==> config.mk <==
export PLATFORM = sky130hd
export DESIGN_NAME = scgra_alu_pipe
export DESIGN_NICKNAME = d
export VERILOG_FILES = /design/src/rtl/scgra_alu_pipe.sv
export SDC_FILE = /design/constraint.sdc
export NUM_CORES = 2
export LEC_CHECK = 0
export BUFFER_PORTS_ARGS = -buffer_cell sky130_fd_sc_hd__buf_2
export CORE_MARGIN = 4
export CORE_UTILIZATION = 55
export CTS_CLUSTER_DIAMETER = 120
export CTS_CLUSTER_SIZE = 30
export DETAILED_ROUTE_END_ITERATION = 6
export PLACE_DENSITY = 0.84
export SYNTH_ARGS = -nofsm -noshare
export SYNTH_HDL_FRONTEND = slang
export SYNTH_SLANG_ARGS = --single-unit
==> constraint.sdc <==
create_clock -name Clk -period 7.3 [get_ports Clk]
set_input_delay 0.365 -clock Clk [delete_from_list [all_inputs] [get_ports Clk]]
set_output_delay 0.365 -clock Clk [all_outputs]
set_load 0.01 [all_outputs]
==> src/rtl/scgra_alu_pipe.sv <==
// scgra_alu_pipe: fixed-latency (LAT = MUL_LAT+3) SCGRA PE ALU with MAC accumulator; define ALU_SAT_EN for signed saturating ADD/SUB/MULADD/MACC/MACI
module scgra_alu_pipe #(
  parameter int DWIDTH  = 32,
  parameter int MUL_LAT = 4
) (
  input  logic              Clk,
  input  logic              Resetn,
  input  logic              In_Valid,
  input  logic [3:0]        OP_Sel,
  input  logic [DWIDTH-1:0] Data_In0,
  input  logic [DWIDTH-1:0] Data_In1,
  input  logic [DWIDTH-1:0] Data_In2,
  output logic              Out_Valid,
  output logic [DWIDTH-1:0] Data_Out,
  output logic [DWIDTH-1:0] Acc_Out
);
  localparam int SW = $clog2(DWIDTH);
  localparam int L  = MUL_LAT - 1;
  localparam logic [3:0] OP_ADD = 4'd0, OP_SUB = 4'd1, OP_MUL = 4'd2, OP_MULADD = 4'd3;
  localparam logic [3:0] OP_AND = 4'd4, OP_OR = 4'd5, OP_XOR = 4'd6, OP_PHI = 4'd7;
  localparam logic [3:0] OP_GT = 4'd8, OP_LET = 4'd9, OP_SHL = 4'd10, OP_SHR = 4'd11;
  localparam logic [3:0] OP_ASR = 4'd12, OP_MACC = 4'd13, OP_MACI = 4'd14;

  function automatic logic [DWIDTH-1:0] add_sat(input logic [DWIDTH-1:0] x, input logic [DWIDTH-1:0] y, input logic sub);
`ifdef ALU_SAT_EN
    logic [DWIDTH:0] s;
    s = sub ? {x[DWIDTH-1], x} - {y[DWIDTH-1], y} : {x[DWIDTH-1], x} + {y[DWIDTH-1], y};
    return (s[DWIDTH] != s[DWIDTH-1]) ? {s[DWIDTH], {(DWIDTH-1){~s[DWIDTH]}}} : s[DWIDTH-1:0];
`else
    return sub ? x - y : x + y;
`endif
  endfunction

  logic [DWIDTH-1:0] a0, b0, c0, r_nxt, mac_sum, add_nxt, add_r, acc;
  logic [3:0]        op0;
  logic              v0, add_v;
  logic [SW-1:0]     sh;
  logic [DWIDTH-1:0] p_q [MUL_LAT];
  logic [DWIDTH-1:0] r_q [MUL_LAT];
  logic [DWIDTH-1:0] c_q [MUL_LAT];
  logic [3:0]        op_q [MUL_LAT];
  logic              v_q [MUL_LAT];

  // S0: register operands, opcode and slot valid
  always_ff @(posedge Clk or negedge Resetn) begin
    if (!Resetn) begin
      v0  <= 1'b0;
      op0 <= '0;
      a0  <= '0;
      b0  <= '0;
      c0  <= '0;
    end else begin
      v0  <= In_Valid;
      op0 <= OP_Sel;
      a0  <= Data_In0;
      b0  <= Data_In1;
      c0  <= Data_In2;
    end
  end

  // Non-multiply result, computed from S0 so it can ride the product delay line
  always_comb begin
    r_nxt = '0;
    sh    = b0[SW-1:0];
    case (op0)
      OP_ADD:  r_nxt = add_sat(a0, b0, 1'b0);
      OP_SUB:  r_nxt = add_sat(a0, b0, 1'b1);
      OP_AND:  r_nxt = a0 & b0;
      OP_OR:   r_nxt = a0 | b0;
      OP_XOR:  r_nxt = a0 ^ b0;
      OP_PHI:  r_nxt = (a0 == '0) ? c0 : b0;
      OP_GT:   r_nxt = {{(DWIDTH-1){1'b0}}, a0 > b0};
      OP_LET:  r_nxt = {{(DWIDTH-1){1'b0}}, a0 <= b0};
      OP_SHL:  r_nxt = a0 << sh;
      OP_SHR:  r_nxt = a0 >> sh;
      OP_ASR:  r_nxt = $signed(a0) >>> sh;
      default: r_nxt = '0;
    endcase
  end

  // Multiplier pipeline with C, opcode, valid and the non-multiply result delayed alongside
  always_ff @(posedge Clk or negedge Resetn) begin
    if (!Resetn) begin
      for (int i = 0; i < MUL_LAT; i++) begin
        p_q[i]  <= '0;
        r_q[i]  <= '0;
        c_q[i]  <= '0;
        op_q[i] <= '0;
        v_q[i]  <= 1'b0;
      end
    end else begin
      p_q[0]  <= a0 * b0;
      r_q[0]  <= r_nxt;
      c_q[0]  <= c0;
      op_q[0] <= op0;
      v_q[0]  <= v0;
      for (int i = 1; i < MUL_LAT; i++) begin
        p_q[i]  <= p_q[i-1];
        r_q[i]  <= r_q[i-1];
        c_q[i]  <= c_q[i-1];
        op_q[i] <= op_q[i-1];
        v_q[i]  <= v_q[i-1];
      end
    end
  end

  // Post-add: product plus C or the live accumulator, then final result select
  always_comb begin
    mac_sum = add_sat(p_q[L], op_q[L] == OP_MACC ? acc : c_q[L], 1'b0);
    add_nxt = op_q[L] == OP_MUL ? p_q[L] :
              (op_q[L] == OP_MULADD || op_q[L] == OP_MACC || op_q[L] == OP_MACI) ? mac_sum : r_q[L];
  end

  // S_ADD register and accumulator; back-to-back MACs read the freshly written acc
  always_ff @(posedge Clk or negedge Resetn) begin
    if (!Resetn) begin
      add_v <= 1'b0;
      add_r <= '0;
      acc   <= '0;
    end else begin
      add_v <= v_q[L];
      add_r <= add_nxt;
      if (v_q[L] && (op_q[L] == OP_MACC || op_q[L] == OP_MACI)) acc <= mac_sum;
    end
  end

  // S_OUT: Data_Out holds across invalid slots, Acc_Out trails the accumulator by one cycle
  always_ff @(posedge Clk or negedge Resetn) begin
    if (!Resetn) begin
      Out_Valid <= 1'b0;
      Data_Out  <= '0;
      Acc_Out   <= '0;
    end else begin
      Out_Valid <= add_v;
      Acc_Out   <= acc;
      if (add_v) Data_Out <= add_r;
    end
  end
endmodule

### After elaboration in Yosys (flattened, before gate mapping)

Index checks and enable logic that the tools add are counted.

| storage, ports and cells | value |
|---|---|
| flip-flop bits (word level) | 635 |
| output and inout bits | 65 |
| word-level logic and storage cells | 68 |
| input bits | 103 |

| operators by class | value |
|---|---|
| $lt $le $gt $ge | 2 |
| bitwise operators | 3 |
| equality and inequality tests | 14 |
| multiply operators | 1 |
| $add $sub $neg | 3 |
| shifts and indexed selects | 3 |
| muxes and demuxes | 5 |
| reductions and logical operators | 6 |

Operators with widths:

| kind | number |
|---|---|
| $pmux 32 s11 | 1 |
| $mux 32 | 4 |
| $add 32x32->32 | 2 |
| $and 32x32->32 | 1 |
| $gt 32x32->1 | 1 |
| $le 32x32->1 | 1 |
| $logic_not 32->1 | 1 |
| $mul 32x32->32 | 1 |
| $or 32x32->32 | 1 |
| $shl 32x5->32 | 1 |
| $shr 32x5->32 | 1 |
| $sshr 32x5->32 | 1 |
| $sub 32x32->32 | 1 |
| $xor 32x32->32 | 1 |
| $eq 4x4->1 const B | 7 |
| $eq 4x3->1 const B | 4 |
| $eq 4x2->1 const B | 2 |
| $eq 4x1->1 const B | 1 |
| $logic_not 4->1 | 1 |
| $logic_or 1x1->1 | 3 |
| $logic_and 1x1->1 | 1 |

### Depth between registers and ports, before layout

| logic depth | value |
|---|---|
| depth after elaboration | 5 |
| depth in mapped cells | 30 |
| mapped depth without buffers | 26 |

### Worst setup path before layout

OpenSTA, ideal clock, no wires.

| timing | value |
|---|---|
| kind | reg-to-reg |
| start | register b0[2] |
| end | register p_q[126] (netlist bit) |
| data required time | 7220 ps |
| library setup time | 80 ps |
| slack | -771 ps |
| arrival time | 7991 ps |
| stages on the path, launching flop included | 28 |
| path buffers | 5 |
| path through | dfrtp_1 clkbuf_1 inv_1 clkbuf_1 buf_1 buf_1 clkbuf_1 nor2_1 fa_1 inv_1 fa_1 fa_1 fa_1 inv_1 fa_1 inv_1 fa_1 inv_1 fa_1 fa_1 ha_1 and3_1 a311o_1 a21o_1 a2111o_1 a21o_1 a21oi_2 xnor2_1 |

| between the ends | value |
|---|---|
| cells in the longest elaborated chain, start to end | 1 |

RTL lines:

| item | line | RTL |
|---|---|---|
| from (decl) | 34 | `logic [DWIDTH-1:0] a0, b0, c0, r_nxt, mac_sum, add_nxt, add_r, acc;` |
| from (signal assigned) | 56 | `b0 <= Data_In1;` |
| $mul 32x32->32 | 92 | `p_q[0] <= a0 * b0;` |
| to (signal, indexed assignment) | 98 | `p_q[i] <= p_q[i-1];` |
| to (decl) | 38 | `logic [DWIDTH-1:0] p_q [MUL_LAT];` |

No other way between the ends.
A chain may end at the register's enable or synchronous reset.

### Worst setup path after layout

| timing | value |
|---|---|
| start | register a0[11] |
| end | register p_q[127] (netlist bit) |

| between the ends | value |
|---|---|
| cells in the longest elaborated chain, start to end | 1 |

RTL lines:

| item | line | RTL |
|---|---|---|
| from (decl) | 34 |  |
| from (signal assigned) | 55 | `a0 <= Data_In0;` |
| $mul 32x32->32 | 92 |  |

No other way between the ends.

==> results by group <==
Run status
  – Outcome: finished clean

Clocking
  – Clk sinks: 635
  – Worst skew pair latency: 0.64 ns
  – Clk root buf: clkbuf_16
  – Htree depth: 1
  – TritonCTS buffer count: 27
  – CTS tree: done
  – Clock Path Buffers: 3
  – Clock-pin slew on the worst setup and hold paths: 0.11 ns

Place
  – HPWL Detailed: 112000 um
  – Dpl cells: 5365
  – # port buffers: 167
  – Post-Place Worst Slack: -0.236 ns
  – Final Wtd Congestion: 1.06

Min path
  – WHS Path Cells: 0
  – HP Start: r_q[110]
  – WHS Endpoint: r_q[78]
  – Hold crit path type: flip-flop to flip-flop

Floorplan
  – Number of cell rows: 102
  – CORE AREA: 77600 um2
  – Die Height: 288 um
  – Boundary Pins: 168
  – Die Area: 82900 um2
  – Die Wd: 288 um
  – Initial core utilization: 0.556

Routing
  – Wire length on met2: 66400 um
  – Top sig layer: met5
  – Initial DRC count: 3913
  – Routed Antenna Nets: 0
  – DRC: 0
  – Vias per cell: 6.15
  – Drt total wl: 146000 um
  – Metal-1 WL: 52400 um
  – Routed wl met3: 16200 um
  – Vias: 34000
  – 1st-pass router iterations: 6
  – Drt wl/cell: 26.5 um

Global routing
  – Gr usage total: 0.353
  – First-pass GRT wire length: 216000 um
  – GR Overflow Total: 0
  – Largest net degree at the start of global routing: 132
  – Antenna violations before repair: 15
  – Vias in the first global route: 34300

Critical path
  – Critical Path Start Type: flip-flop
  – Req. time, crit path: 7.80 ns
  – FF-to-FF End: p_q[127]
  – Arr. time, crit path: 7.61 ns
  – Reg2Reg Setup Slack: 0.19 ns
  – Crit Reg-Reg Startpoint: a0[11]
  – Setup CP Type: flip-flop to flip-flop
  – CP max FO: 18
  – Setup crit end kind: flip-flop
  – R2R depth: 21

Cells and area
  – Commonest non-fill, non-tap cell in the layout: dfrtp_1
  – Fin util: 0.616
  – Cell Count, Final, Fillers Out: 5523
  – Layout area overhead: 10.8%
  – Area occupied by multi-input gates: 24500 um2
  – Layout cell share with drive strength beyond 1: 0.127
  – Final #Nets: 5234
  – Fillers: 6263
  – Reg area: 15900 um2
  – Most frequent cells in the layout: dfrtp_1, nor2_1, inv_1, nand2_1, fa_1

Synthesis
  – Syn Area/Cell: 10.2 um2
  – Syn Nets: 4989
  – Synth warn: 0
  – Seq cells post-synth: 635
  – Gate Count Post-Synth: 4224
  – Seq/Total Area, Yosys: 0.369
  – Async SR Flop Fraction: 1.00
  – Top_reg_cell synth: dfrtp_1
  – Count of different cell masters after synthesis: 87
  – Number of synthesized flops with an enable pin: 0
  – Cell Area, Synth: 43100 um2

Timing
  – Setup-failing EPs final: 0
  – Endpoints failing hold: 0
  – PnR worst setup slack: 0.189 ns
  – Final Skew: 0.0449 ns
  – Worst slew pin tran: 1.15 ns
  – Achievable frequency: 0.141 GHz
  – Final Cycle Share: 0.974
  – Final Critical Period: 7.11 ns
  – RSZ-0062 raised after global routing: yes
  – Relative slew slack: 0.231
  – Final Max Slew Viols: 0

Flow run
  – Max_cap viols: 0
==> repair_timing <==
item,4_1_cts,5_1_grt
gates resized for setup,4,42
cloned,0,1
pin swaps,1,1
setup endpoints to repair,3,7
endpoints found under the hold margin,214,0
hold buffers,102,0
buffers inserted,0,12
==> metal layers <==
layer | global-route usage | up-vias
met4 | 0.198 | 4
met5 | 0 | -
met1 | 0.460 | 16800
met3 | 0.0729 | 604
met2 | 0.555 | 2343
li1 | - | 14200
==> final cells by class <==
cell class | count | share of cell area
multi-input cells | 2851 | 0.513
flip-flops and latches | 635 | 0.333
repair buffers | 457 | 0.0701
inverters | 497 | 0.0399
well taps | 1040 | 0.0272
clock buffers | 30 | 0.0144
clock inverters | 4 | 0.00202
diodes | 9 | 0.000471
==> registers in the layout (all words and copies together) (netlist names) <==
name / cells
a0: 32
acc: 32
Data_Out: 32
Out_Valid: 1
Acc_Out: 32
p_q: 128
c_q: 128
b0: 32
v0: 1
add_r: 32
op_q: 16
op0: 4
r_q: 128
c0: 32
add_v: 1
v_q: 4
==> synth_stat cells (all sizes together), types with 5 or more instances <==
cell type  number  area (um2)
a2111oi         7        67.6
a211o          12         105
a211oi         60         450
a21o           41         308
a21oi         209        1050
a221oi          6        58.8
a22oi           5        37.5
a311o           5        50.1
a31oi          31         194
and3           12        75.1
buf            57         269
clkbuf        184         691
clkinv         11        41.3
dfrtp         635       15900
fa            411        8230
ha            251        3140
inv           486        1820
mux2           71         800
mux2i          73         731
mux4           44         991
nand2         423        1590
nand2b         11        68.8
nand3          30         150
nand4          13        81.3
nor2          560        2100
nor2b          17         106
nor3           33         165
nor4           26         163
o211ai         11        82.6
o21a           16         120
o21ai         153         769
o21bai         26         195
o221ai         20         175
o22ai          14        87.6
o311ai          5        43.8
o31a            5        43.8
o31ai          14         105
o41ai           8         108
or3            17         106
xnor2         117        1020
xor2           24         210
==> kinds of logic after synthesis <==
family / after synthesis / synth area share
simple gates: 1169 / 0.112
buf+inv: 738 / 0.0655
flops: 635 / 0.369
compound gates: 691 / 0.103
xor+xnor: 141 / 0.0286
fa+ha+maj: 662 / 0.264
mux: 188 / 0.0585
==> worst max path at each step <==
stage | start | to | slack [ns] | cells after the start
finish | a0[11] | p_q[127] | 0.19 | 21
global route | b0[3] | p_q[127] | -0.09 | 24
CTS | b0[4] | p_q[127] | 0.001 | 25
detailed placement | b0[10] | p_q[127] | -0.24 | 25
global placement | b0[10] | p_q[127] | -0.31 | 22
floorplan | b0[2] | p_q[127] | 0.04 | 29
==> critical path: stages (launching register included) <==
cell,delay [ns]
dfrtp_1,0.40
buf_6,0.30
ha_1,0.30
inv_1,0.16
fa_1,0.60
fa_1,0.45
fa_1,0.54
fa_1,0.40
inv_1,0.07
fa_1,0.43
fa_1,0.56
fa_1,0.44
fa_1,0.49
ha_1,0.38
nand3_1,0.17
a211oi_2,0.38
buf_4,0.19
nor4_2,0.04
nor3_2,0.24
a41o_1,0.25
o41ai_2,0.08
xnor2_1,0.13
==> stage by stage <==
stage | hold slack (ns) | cell area [um2] | setup TNS, ns
global placement | 0.331 | 45700 | -0.770
floorplan | 0.0694 | 43200 | 0
detailed placement | 0.335 | 45700 | -0.570
CTS | 0.334 | 47500 | 0
finish | 0.345 | 47800 | 0
global route | 0.344 | 47800 | -0.0932
Power is left out: the tool's default activity adds up to more than one toggle a clock period on the data nets, which glitch-free logic cannot reach.
